## src/rtl/lz4_sequence_ctrl.sv

```systemverilog
// lz4_sequence_ctrl: parses one raw LZ4 block into literal bytes and (offset, length) match commands.
// Optional macro LZ4_CTRL_OFFSET_CHECK_EN rejects offsets of zero or beyond the bytes produced so far.
module lz4_sequence_ctrl #(
  parameter int unsigned LEN_W = 16,
  parameter int unsigned BLK_W = 16
) (
  input  logic             clk,
  input  logic             reset,
  input  logic             start,
  input  logic [BLK_W-1:0] block_len,
  input  logic [7:0]       in_data,
  input  logic             in_exists,
  output logic             in_read,
  output logic [7:0]       lit_data,
  output logic             lit_valid,
  input  logic             lit_ready,
  output logic [15:0]      match_offset,
  output logic [LEN_W-1:0] match_len,
  output logic             match_valid,
  input  logic             match_ready,
  output logic             busy,
  output logic             done,
  output logic             error,
  output logic [1:0]       err_code
);

  localparam int unsigned SUM_W = LEN_W + 2;
  localparam logic [SUM_W-1:0] LEN_MAX = {2'b00, {LEN_W{1'b1}}};
  localparam logic [1:0] ERR_NONE  = 2'd0;
  localparam logic [1:0] ERR_TRUNC = 2'd1;
  localparam logic [1:0] ERR_OVF   = 2'd2;
  localparam logic [1:0] ERR_OFF   = 2'd3;

  typedef enum logic [3:0] {
    S_IDLE, S_TOKEN, S_LIT_EXT, S_LITERALS, S_OFF_LO,
    S_OFF_HI, S_MATCH_EXT, S_EMIT, S_DONE, S_ERROR
  } state_t;

  state_t           state;
  logic [BLK_W-1:0] remaining;
  logic             pending;
  logic [LEN_W-1:0] lit;
  logic [LEN_W-1:0] mlen;
  logic [7:0]       off_lo;

  logic             need_byte;
  logic             fetch_ok;
  logic             starved;
  logic             accept_start;
  logic             offset_bad;
  logic [SUM_W-1:0] lit_sum;
  logic [SUM_W-1:0] mlen_sum;
  logic [SUM_W-1:0] mlen_fin;

  // Which states consume a byte from the buffer
  always_comb begin
    need_byte = 1'b0;
    case (state)
      S_TOKEN, S_LIT_EXT, S_OFF_LO, S_OFF_HI, S_MATCH_EXT: need_byte = 1'b1;
      S_LITERALS: need_byte = (lit != '0);
      default: need_byte = 1'b0;
    endcase
  end

  // One read in flight; a held literal blocks the next literal fetch
  assign fetch_ok     = need_byte && !pending && !((state == S_LITERALS) && lit_valid);
  assign in_read      = fetch_ok && in_exists && (remaining != '0);
  assign starved      = fetch_ok && (remaining == '0);
  assign accept_start = start && ((state == S_IDLE) || (state == S_DONE) || (state == S_ERROR));

  assign lit_sum  = SUM_W'(lit) + SUM_W'(in_data);
  assign mlen_sum = SUM_W'(mlen) + SUM_W'(in_data);
  assign mlen_fin = mlen_sum + SUM_W'(4);

  assign busy  = !((state == S_IDLE) || (state == S_DONE) || (state == S_ERROR));
  assign done  = (state == S_DONE);
  assign error = (state == S_ERROR);

`ifdef LZ4_CTRL_OFFSET_CHECK_EN
  localparam int unsigned PSUM_W = ((LEN_W > 16) ? LEN_W : 16) + 1;
  logic [15:0]       produced;
  logic [PSUM_W-1:0] prod_sum;

  assign prod_sum   = PSUM_W'(produced) + PSUM_W'(match_len);
  assign offset_bad = ({in_data, off_lo} == 16'h0000) || ({in_data, off_lo} > produced);

  // Saturating count of decoded output bytes (literals plus accepted match lengths)
  always_ff @(posedge clk or posedge reset) begin
    if (reset) begin
      produced <= '0;
    end else if (accept_start) begin
      produced <= '0;
    end else if ((state == S_LITERALS) && pending) begin
      if (produced != 16'hFFFF) produced <= produced + 16'd1;
    end else if ((state == S_EMIT) && match_ready) begin
      produced <= (prod_sum > PSUM_W'(16'hFFFF)) ? 16'hFFFF : prod_sum[15:0];
    end
  end
`else
  assign offset_bad = 1'b0;
`endif

  always_ff @(posedge clk or posedge reset) begin
    if (reset) begin
      state        <= S_IDLE;
      remaining    <= '0;
      pending      <= 1'b0;
      lit          <= '0;
      mlen         <= '0;
      off_lo       <= '0;
      lit_data     <= '0;
      lit_valid    <= 1'b0;
      match_offset <= '0;
      match_len    <= '0;
      match_valid  <= 1'b0;
      err_code     <= ERR_NONE;
    end else begin
      pending <= in_read;
      if (in_read) remaining <= remaining - BLK_W'(1);
      if (lit_valid && lit_ready) lit_valid <= 1'b0;

      case (state)
        S_IDLE, S_DONE, S_ERROR: begin
          if (start) begin
            remaining <= block_len;
            pending   <= 1'b0;
            if (block_len == '0) begin
              state    <= S_ERROR;
              err_code <= ERR_TRUNC;
            end else begin
              state    <= S_TOKEN;
              err_code <= ERR_NONE;
            end
          end
        end

        S_TOKEN: begin
          if (pending) begin
            lit  <= LEN_W'(in_data[7:4]);
            mlen <= LEN_W'(in_data[3:0]);
            if (in_data[7:4] == 4'hF)      state <= S_LIT_EXT;
            else if (in_data[7:4] != 4'h0) state <= S_LITERALS;
            else                           state <= S_OFF_LO;
          end
        end

        S_LIT_EXT: begin
          if (pending) begin
            if (lit_sum > LEN_MAX) begin
              state    <= S_ERROR;
              err_code <= ERR_OVF;
            end else begin
              lit <= LEN_W'(lit_sum);
              if (in_data != 8'hFF) state <= S_LITERALS;
            end
          end
        end

        S_LITERALS: begin
          if (pending) begin
            lit_data  <= in_data;
            lit_valid <= 1'b1;
            lit       <= lit - LEN_W'(1);
          end else if ((lit == '0) && !lit_valid) begin
            // A block may only end right after a literal run
            state <= (remaining == '0) ? S_DONE : S_OFF_LO;
          end
        end

        S_OFF_LO: begin
          if (pending) begin
            off_lo <= in_data;
            state  <= S_OFF_HI;
          end
        end

        S_OFF_HI: begin
          if (pending) begin
            match_offset <= {in_data, off_lo};
            if (offset_bad) begin
              state    <= S_ERROR;
              err_code <= ERR_OFF;
            end else if (mlen == LEN_W'(15)) begin
              state <= S_MATCH_EXT;
            end else begin
              match_len   <= LEN_W'(SUM_W'(mlen) + SUM_W'(4));
              match_valid <= 1'b1;
              state       <= S_EMIT;
            end
          end
        end

        S_MATCH_EXT: begin
          if (pending) begin
            if (mlen_fin > LEN_MAX) begin
              state    <= S_ERROR;
              err_code <= ERR_OVF;
            end else begin
              mlen <= LEN_W'(mlen_sum);
              if (in_data != 8'hFF) begin
                match_len   <= LEN_W'(mlen_fin);
                match_valid <= 1'b1;
                state       <= S_EMIT;
              end
            end
          end
        end

        S_EMIT: begin
          if (match_ready) begin
            match_valid <= 1'b0;
            if (remaining != '0) begin
              state <= S_TOKEN;
            end else begin
              state    <= S_ERROR;
              err_code <= ERR_TRUNC;
            end
          end
        end

        default: state <= S_IDLE;
      endcase

      // Byte needed but the block budget is exhausted
      if (starved) begin
        state    <= S_ERROR;
        err_code <= ERR_TRUNC;
      end
    end
  end

endmodule

```

## config.mk

```make
export PLATFORM = sky130hd
export DESIGN_NAME = lz4_sequence_ctrl
export DESIGN_NICKNAME = d
export VERILOG_FILES = /design/src/rtl/lz4_sequence_ctrl.sv
export SDC_FILE = /design/constraint.sdc
export NUM_CORES = 1
export LEC_CHECK = 0
export BUFFER_PORTS_ARGS = -buffer_cell sky130_fd_sc_hd__buf_4
export CORE_UTILIZATION = 60
export CTS_CLUSTER_DIAMETER = 200
export DETAILED_ROUTE_END_ITERATION = 16
export PLACE_DENSITY = 0.8
export SYNTH_ARGS = -nofsm -noshare
export SYNTH_HDL_FRONTEND = slang
export SYNTH_SLANG_ARGS = --single-unit
```

## constraint.sdc

```tcl
create_clock -name clk -period 4.9 [get_ports clk]
set_input_delay 0.98 -clock clk [delete_from_list [all_inputs] [get_ports clk]]
set_output_delay 0.98 -clock clk [all_outputs]
set_load 0.02 [all_outputs]
```

### Yosys cells after proc, flatten, opt, wreduce, memory -nomap -nowiden

Index checks and enable logic that the tools add are counted.

| word-level totals | value |
|---|---|
| input bits | 30 |
| bits in registers | 105 |
| logic and storage cells | 155 |

| cells by class | value |
|---|---|
| mux-type cells | 62 |
| reductions and logical operators | 37 |
| eq/ne operators | 36 |
| $lt $le $gt $ge | 2 |
| add/sub/neg operators | 6 |

Operators with widths:

| kind | count |
|---|---|
| $mux W16 | 15 |
| $mux W4 | 17 |
| $pmux W16 S2 | 2 |
| $logic_not A16 Y1 | 3 |
| $pmux W16 S3 | 1 |
| $add A16 B8 Y17 | 2 |
| $ne A3 B3 Y1 const B | 11 |
| $pmux W4 S8 | 1 |
| $reduce_bool A16 Y1 | 2 |
| $sub A16 B1 Y16 const B | 2 |
| $ne A2 B2 Y1 const B | 10 |
| $add A17 B3 Y18 const B | 1 |
| $gt A18 B16 Y1 const B | 1 |
| $gt A17 B16 Y1 const B | 1 |
| $add A16 B3 Y16 const B | 1 |
| $eq A16 B4 Y1 const B | 1 |
| $eq A4 B3 Y1 const B | 4 |
| $mux W2 | 8 |
| $mux W1 | 13 |
| $eq A4 B4 Y1 const B | 3 |
| $reduce_and A11 Y1 | 1 |
| $eq A4 B2 Y1 const B | 2 |
| $logic_and A1 B1 Y1 | 8 |
| $ne A4 B4 Y1 const B | 2 |
| 22 further kinds | 31 |

### Depth between registers and ports, before layout

Gate-level depths: netlist of run 1.

| logic depth | value |
|---|---|
| depth in word-level cells | 10 |
| depth in mapped cells | 12 |
| gate-level depth less buffers | 11 |

### Worst setup path before layout of run 1

Ideal clock, no wire load.

| timing | value |
|---|---|
| path type | input port to flip-flop |
| start | input port in_data[0] |
| end | register match_len[0] |
| arrival time | 3.936 ns |
| required time | 4.775 ns |
| library setup time | 0.125 ns |
| stages on the path | 11 |
| path slack | 0.839 ns |
| cell sequence | ha_1 > fa_1 > a211o_1 > a211oi_1 > nor2_1 > or4_4 > a21oi_1 > a21boi_1 > o21ai_2 > buf_4 > mux2_2 |

| between the ends | value |
|---|---|
| word-level cells in the longest chain between the ends | 6 |
| elaborated cells between the ends (all ways) | 11 |

Ends and longest elaborated chain:

| what | line | RTL |
|---|---|---|
| start: declaration | 11 | `input logic [7:0] in_data,` |
| branches (longest 6 deep; another with $add A17 B3 Y18) | - |  |
| end signal: assignment | 186 | `match_len <= LEN_W'(SUM_W'(mlen) + SUM_W'(4));` |
| end signal: assignment | 201 | `match_len <= LEN_W'(mlen_fin);` |
| end: declaration | 18 | `output logic [LEN_W-1:0] match_len,` |

Several ways; the timed one is not identified. The select of a mux whose other input is x is not followed.
A chain may end at the register's enable or synchronous reset.

### Final worst setup path of run 1

| timing | value |
|---|---|
| start | input port in_data[7] |
| end | register state[3] |

| between the ends | value |
|---|---|
| word-level cells in the longest chain between the ends | 7 |
| elaborated cells between the ends (all ways) | 15 |

Ends and longest elaborated chain:

| what | line | RTL |
|---|---|---|
| $add A16 B8 Y17 | 72 | `assign mlen_sum = SUM_W'(mlen) + SUM_W'(in_data);` |
| $add A17 B3 Y18 | 73 | `assign mlen_fin = mlen_sum + SUM_W'(4);` |
| $gt A18 B16 Y1 | 195 | `if (mlen_fin > LEN_MAX) begin` |
| $mux W4 | 195 |  |
| $mux W4 | 194 | `if (pending) begin` |
| $pmux W4 S8 | 122 | `case (state)` |
| $mux W4 | 225 | `if (starved) begin` |
| end signal: assignment | 166 | `state <= (remaining == '0) ? S_DONE : S_OFF_LO;` |
| end: declaration | 39 | `state_t state;` |

Several ways; a longest one is shown, not always the timed one. The select of a mux whose other input is x is not followed.

==> summary.md, run 1 <==
The flow ran to the end, and the final reports show no timing, DRC or antenna violations. The most used flip-flop cell after synthesis is sky130_fd_sc_hd__dfrtp_1. The routed design has 18.0 mm of wire.

Post-CTS timing repair inserted 0 buffers for setup. The total of endpoints with negative setup slack in the final report came out at 0. On the critical path, the stage with the largest delay is an instance of sky130_fd_sc_hd__a221oi_1. The antenna diode instance count came out at 0. The number of nets in the synthesized netlist is 816. Walking the worst path, the cells encountered are buf_4 -> ha_1 -> and3_1 -> a221oi_1 -> a21oi_1 -> xor2_1 -> nand4_1 -> o211ai_1 -> o31ai_2 -> mux2_2. In this run the remaining antenna-violating nets after routing total 0. The detailed router placed 6227 vias in this run. In the routed layout, each cell is associated on average with a via count of 6.43.

IR analysis of the VDD net gives a maximum drop of 0.407 mV. The clock network fraction of total power came out at 14.4%. In this run, the combinational gates consume 52.8% of the power.

For the synthesized netlist cell count, the log shows 763. The path class of the tightest hold or removal check is register to register. The die is 110 um tall. The first TritonRoute pass finished after 5 iterations. For this design the ratio of total power to cell area is 616 nW/um^2. TritonCTS built the clock tree. The most frequent cell after synthesis was sky130_fd_sc_hd__dfrtp_1. Buffers inserted during clock tree synthesis total 9. Setup repair after global routing left no endpoint under its margin. The HPWL after detailed placement is 12.8 mm. The largest net degree at the start of global routing came out at 84. The first global-routing pass estimated 28.7 mm of wire.

The total count of max-transition violations in the final report is 0, and the total of max-cap violations is 0. The floorplan has 38 rows. Data arrives at the worst endpoint at 4.41 ns. The routed design could run at a clock period as short as 4.16 ns. After synthesis, flip-flops and latches occupy 37.9% of the total area.

In this design, the stage delay of the slowest critical-path cell is 0.60 ns. The internal portion of the total power is 2720 uW. The number of synthesized register bits came out at 105. In the global route stage, overall resource usage came out at 31.3%. The proportion of total power due to net switching was 44.1%; the fraction of post-synthesis cell area in the top cell type by area was 37.9%. In this run, the number of DRC markers left after iteration 0 of detailed routing was 521. The worst setup path is of the input port to register kind. Of the total power, registers draw 32.9%. During placement, the flow inserted port buffers numbering 77.

Yosys attributes the largest share of cell area to sky130_fd_sc_hd__dfrtp_1 (38%), sky130_fd_sc_hd__mux2_2 (8.6%), sky130_fd_sc_hd__a21oi_1 (4.0%), sky130_fd_sc_hd__ha_1 (3.8%), sky130_fd_sc_hd__nor2_1 (3.8%). The post-synthesis async set-or-reset flop share is 100%, and the number of flops mapped to enable cells by yosys is 0. After synthesis, the most frequently instantiated cells are sky130_fd_sc_hd__dfrtp_1 (105), sky130_fd_sc_hd__nor2_1 (70), sky130_fd_sc_hd__nand2_1 (62), sky130_fd_sc_hd__a21oi_1 (55), sky130_fd_sc_hd__mux2_2 (53). Clock-pin slew was measured on the worst setup and hold paths at 0.08 ns. Layout overhead on the synthesized area: 13.9%.

Via count of the first global-routing pass: 6001. The slew at the pin closest to its max-slew limit works out to 1.11 ns. For the final number of hold-violating endpoints, the log shows 0. During I/O placement, the number of pins put on the boundary was 78.

The analysis attributes to cell leakage a power of 0.00356 uW. STA classifies the critical path endpoint as a register. For the worst setup path, the data required time is 5.14 ns. Counting distinct cell types in the post-synthesis netlist gives 72. In this run the cell area of the synthesized design comes to 6930 um^2. On the final layout, the worst clock skew is 0.00688 ns. The cell sitting at the root of the clock tree is a sky130_fd_sc_hd__clkbuf_16.

The logs give 0 for the cts-stage hold buffer count and 877 for the final layout net count. The area of the die was 12000 um^2. After global routing the overflow that remains totals 0. Summed over all nets, the switching power comes to 2140 uW. For this run, design rule violations remaining after detail routing come to 0. The tools report the clock insertion delay at the later pin of the skew report as 0.36 ns.

The initial antenna violation count came out at 0. In this run the tightest slew margin relative to its limit is 25.1%. In this run the number of H-tree levels came out at 3. The Yosys step of the flow raised 0 warnings. The average size of a mapped cell came out at 9.09 um^2. The largest total area in the synthesized netlist belongs to sky130_fd_sc_hd__dfrtp_1. The final worst slack was 0.738 ns; the die extent in x was 110 um. The run gives 0 ns as the total negative setup slack. Number of instances resized during post-cts repair: 0. Total number of clock tree sinks: 105.

Last weighted congestion value of the routability-driven placer: 0.976. The post-route fraction of the period consumed by the critical path is 84.9%, and the post-place setup slack is 0.488 ns. The highest net fanout along the worst path was 9. The routed length per instance came out at 18.6 um.

Counting along the longest clock path gives a buffer depth of 2. Timing would allow up to 240 MHz. The worst setup path is launched from an input port. In this run the standard cell core region covers 11000 um^2. The initial utilization of the core area, before any placement, comes to 62.9%. The proportion of layout cells with a drive suffix above 1 works out to 21.4%.
-- power groups by stage --
stage | clock (uW) | combinational (uW) | sequential (uW)
after floorplan | 0 | 1680 | 1680
after global placement | 0 | 2450 | 1580
after detailed placement | 0 | 2530 | 1600
after CTS | 706 | 2550 | 1590
after global routing | 740 | 2810 | 1650
final | 698 | 2570 | 1600
-- critical path: cells and delay by family --
| kind | cells | cell delay (ns) |
|---|---|---|
| buffers and inverters | 1 | 0.16 |
| AOI/OAI and AO/OA | 4 | 1.41 |
| muxes | 1 | 0.31 |
| and+or+nand+nor | 2 | 0.62 |
| adders and majority gates | 1 | 0.41 |
| xor gates and xnor gates | 1 | 0.51 |
-- registers in the layout, indices dropped and copies added (netlist names) --
name,count
mlen,16
lit_data,8
lit_valid,1
lit,16
match_valid,1
off_lo,8
remaining,16
match_offset,16
err_code,2
match_len,16
state,4
pending,1
-- layout make-up --
class / count / area [um^2]
fillers: 864 / 3130
well taps: 140 / 175
flip-flops and latches: 105 / 2630
clock inverters: 7 / 52.6
multi-input cells: 594 / 4060
repair buffers: 88 / 661
clock buffers: 9 / 225
inverters: 26 / 100
-- layer usage --
metal | up-vias | share of wire (%) | global-route usage [%]
met3 | 45 | 6.3 | 3.97
met1 | 3013 | 45 | 41.9
met2 | 253 | 46 | 51.3
li1 | 2916 | - | -
met5 | - | 0 | 0
met4 | 0 | 2.7 | 13.3
-- layout by cell type, fill, tap and decap left out, types with 21 or more instances in the layout --
cell / n
sky130_fd_sc_hd__a21oi_1: 55
sky130_fd_sc_hd__xnor2_1: 27
sky130_fd_sc_hd__buf_4: 88
sky130_fd_sc_hd__o21ai_0: 40
sky130_fd_sc_hd__inv_1: 25
sky130_fd_sc_hd__ha_1: 21
sky130_fd_sc_hd__nor2_1: 70
sky130_fd_sc_hd__dfrtp_1: 105
sky130_fd_sc_hd__mux2_2: 53
sky130_fd_sc_hd__nand2_1: 62
sky130_fd_sc_hd__nand3_1: 30
-- final timing paths --
check	slack (ns)	cells after the start	endpoint	start
setup reg to reg	0.98	9	state[3]	mlen[7]
hold / removal	0.51	1	off_lo[4]	off_lo[4]
hold reg to reg	0.51	1	off_lo[4]	off_lo[4]
min in group asynchronous	0.86	2	err_code[1]	reset
setup / recovery	0.74	10	state[3]	in_data[7]
max in group asynchronous	3.08	3	match_len[2]	reset
-- logic make-up (layout without fill, tap and decap cells) --
group	count (synthesis)	in the layout	share of synthesized area, %
and+or+nand+nor	262	262	19.2
DFF	105	105	37.9
adders and majority gates	23	23	4.37
AOI/OAI and AO/OA	203	203	19.5
muxes	60	60	9.69
buffers and inverters	64	130	3.61
xor gates and xnor gates	46	46	5.81
-- metrics by stage --
step / hold WS, ns / cell area [um^2] / instances / total power, uW / util, %
after global routing: 0.529 / 7900 / 969 / 5190 / 71.6
final: 0.506 / 7900 / 969 / 4860 / 71.6
after CTS: 0.509 / 7900 / 969 / 4840 / 71.6
after global placement: 0.482 / 7620 / 953 / 4030 / 69.1
after detailed placement: 0.492 / 7620 / 953 / 4130 / 69.1
after floorplan: 0.474 / 6930 / 763 / 3360 / -
Note: power is estimated with default switching activity, not from simulation.
==> inputs of run 2 (changes only) <==
- clock period: 4.9 -> 4.1 ns (I/O delays scaled with it)
==> run 2 against run 1 <==
  * Via count is 0.32% higher
  * Global-route usage is 1.3 points higher
  * Setup slack got worse by 0.38 ns
  * Combinational power grew 23%
  * Critical path type unchanged
  * Largest power group unchanged
==> summary.md, run 2 (synthesized netlist as in run 1, its figures left out) <==
The run finished with clean final reports. The power density of the placed cells was 744 nW/um^2 (was 616 nW/um^2); the final worst slack was 0.359 ns (was 0.738 ns). The classification of the worst-slack hold path was input port to async pin (was register to register). Clock network fraction of total power: 15.3% (was 14.4%). The startpoint of the lowest-slack register-to-register path was mlen[0] (was mlen[7]).

The worst-case reg-to-reg path depth was 11 (was 9). Launching element of the worst setup path: in_data[0] (was in_data[7]). The type of element capturing the critical path was a register (unchanged). TritonCTS built the clock tree. The cts-stage hold buffer count is 0 (unchanged). The tools report the root buffer selected by CTS as sky130_fd_sc_hd__clkbuf_16 (unchanged). The tools report the total overflow reported by the global router as 0 (unchanged).

The total of max-cap violations was 0 (unchanged); the total count of max-transition violations in the final report was 0 (unchanged). The total global routing track utilization is 32.6% (was 31.3%). The logs give 0 (unchanged) for the antenna diode instance count and 0 (unchanged) for the number of instances resized during post-cts repair. The logs give 6247 (was 6227) for the total via count after detailed routing and 0.51 ns (was 0.98 ns) for the register-to-register setup slack. For the wire length of the first global-routing pass, the log shows 29.8 mm (was 28.7 mm). The average via count per standard cell came out at 6.34 (was 6.43).

The number of ports placed on the die boundary came out at 78 (unchanged). For the total internal power, the log shows 3380 uW (was 2720 uW). For the post-place setup slack, the log shows 0.00601 ns (was 0.488 ns).

Post-CTS clock slew at the launch and capture registers of the worst setup and hold paths: 0.07 ns (was 0.08 ns). Final number of hold-violating endpoints: 0 (unchanged). The logs give 0.00598 ns (was 0.00688 ns) for the clock skew and 4.35 ns (was 5.14 ns) for the worst endpoint required time. The post-route fraction of the period consumed by the critical path is 91.3%. Setup repair after global routing left no endpoint under its margin.

The capture instance of the worst register-to-register path was match_len[3] (was state[3]). The total of endpoints with negative setup slack in the final report was 0 (unchanged). The die extent in x came out at 110 um (unchanged). The worst endpoint data arrival time is 3.99 ns (was 4.41 ns), and the combinational power share is 52.9% (was 52.8%).

The tools report the setup fix buffers added after clock tree synthesis as 0 (unchanged). The number of buffers inserted during clock tree synthesis was 9 (unchanged). The slew at the pin closest to its max-slew limit came out at 0.928 ns (was 1.11 ns). The logs give 515 (was 521) for the first-iteration detailed-routing DRC count and 0 (unchanged) for the initial antenna violation count. The startpoint kind of the worst setup timing path is an input port (unchanged). The layout overhead on the synthesized area works out to 16.2% (was 13.9%). The starting density of the core is 62.9% (unchanged). The logs give 11000 um^2 (unchanged) for the area of the core region and 0.00366 uW (was 0.00356 uW) for the leakage dissipation.

The worst setup path endpoint was match_len[3] (was state[3]). The highest net fanout along the worst path came out at 9 (unchanged). The maximum buffer depth of the clock tree is 2 (unchanged), and the number of nets with antenna violations after detailed routing is 0 (unchanged). Number of placement rows: 38 (unchanged).

The proportion of total power due to net switching was 43.6% (was 44.1%). The clock insertion delay at the later pin of the skew report came out at 0.37 ns (was 0.36 ns). Commonest cells after routing, fill and taps aside: sky130_fd_sc_hd__dfrtp_1 (105), sky130_fd_sc_hd__buf_4 (105), sky130_fd_sc_hd__nor2_1 (70) (was sky130_fd_sc_hd__dfrtp_1 (105), sky130_fd_sc_hd__buf_4 (88), sky130_fd_sc_hd__nor2_1 (70)). Number of remaining DRC errors: 0 (unchanged). The via count of the first global-routing pass is 6032 (was 6001).

The detailed placer's ending HPWL was 13.3 mm (was 12.8 mm). The logs give 894 (was 877) for the final layout net count and 41 (was 84) for the largest net degree at the start of global routing. Reported net switching power: 2610 uW (was 2140 uW). The total negative setup slack was 0 ns (unchanged). For the number of detailed-route iterations in the first pass, the log shows 5 (unchanged). For the depth of the CTS H-tree, the log shows 3 (unchanged).

The sequential fraction of design power was 31.8% (was 32.9%); the proportion of layout cells with a drive suffix above 1 was 22.9% (was 21.4%). The wire length reported by the detailed router was 18.2 mm (was 18.0 mm). The clock period minus final worst setup slack was 3.74 ns. The vertical die dimension is 110 um (unchanged), and the routed length per instance is 18.5 um (was 18.6 um). The number of I/O port buffers was 77 (unchanged); the total number of clock tree sinks was 105 (unchanged).

The logs give 0.941 (was 0.976) for the last weighted congestion value of the routability-driven placer and 12000 um^2 (unchanged) for the area of the die. The kind of critical path was input port to register (unchanged). For the max-slew headroom at the worst pin, the log shows 38.0% (was 25.1%). Based on the critical path, the design can be clocked at up to 267 MHz. The highest ir drop seen on vdd was 0.494 mV (was 0.407 mV).
[run 2: cell count changes in the layout (fill, tap and decap cells not counted), sizes merged]
cell / previous run / this run
bufinv: 0 / 1
clkinvlp: 1 / 0
inv: 29 / 28
clkinv: 3 / 4
buf: 88 / 105
[run 2: power by group through the flow]
stage	Sequential (uW)	Clock (uW)	Combinational (uW)
after global placement	1880	0	3020
final	1910	918	3170
after global routing	1980	973	3470
after detailed placement	1920	0	3120
after floorplan	2010	0	2010
after CTS	1900	936	3150
[run 2: worst min path at each step]
stage | to | slack (ns) | cells past startpoint
4_1_cts | remaining[5] | 0.48 | 2
6_report | remaining[3] | 0.46 | 2
3_3_place_gp | match_offset[2] | 0.48 | 1
2_1_floorplan | off_lo[0] | 0.47 | 1
5_1_grt | remaining[3] | 0.51 | 2
3_5_place_dp | off_lo[2] | 0.49 | 1
[run 2: critical path: stages]
cell and delay, ns:
sky130_fd_sc_hd__buf_4 0.12, sky130_fd_sc_hd__ha_1 0.24, sky130_fd_sc_hd__fa_1 0.40, sky130_fd_sc_hd__a211o_1 0.34, sky130_fd_sc_hd__a211oi_1 0.28, sky130_fd_sc_hd__nor2_1 0.15, sky130_fd_sc_hd__or4_4 0.45, sky130_fd_sc_hd__a21oi_1 0.26
sky130_fd_sc_hd__a21boi_1 0.16, sky130_fd_sc_hd__o21ai_2 0.18, sky130_fd_sc_hd__buf_4 0.22, sky130_fd_sc_hd__mux2_2 0.35
[run 2: area by class of cell]
| type | count | area [um^2] |
|---|---|---|
| clock buffer | 9 | 225 |
| clock inverter | 7 | 87.6 |
| fill | 823 | 2970 |
| inverter | 26 | 100 |
| multi-input combinational | 594 | 4060 |
| sequential | 105 | 2630 |
| tap | 140 | 175 |
| timing repair buffer | 105 | 788 |
[run 2: metrics by stage]
| step | power [uW] | utilization, % | hold slack, ns | std cells | area, um^2 |
|---|---|---|---|---|---|
| after floorplan | 4020 | - | 0.474 | 763 | 6930 |
| after global placement | 4900 | 70.2 | 0.482 | 970 | 7750 |
| after detailed placement | 5040 | 70.2 | 0.492 | 970 | 7750 |
| after CTS | 5990 | 73.1 | 0.479 | 986 | 8060 |
| after global routing | 6430 | 73.1 | 0.511 | 986 | 8060 |
| final | 6000 | 73.1 | 0.464 | 986 | 8060 |
[run 2: layer usage]
metal	global-route usage [%]	wire length, um	up-vias
li1	-	-	2953
met1	43.7	7840	3017
met2	52.5	8710	247
met3	7.65	1340	30
met4	10.2	364	0
met5	0	0	-
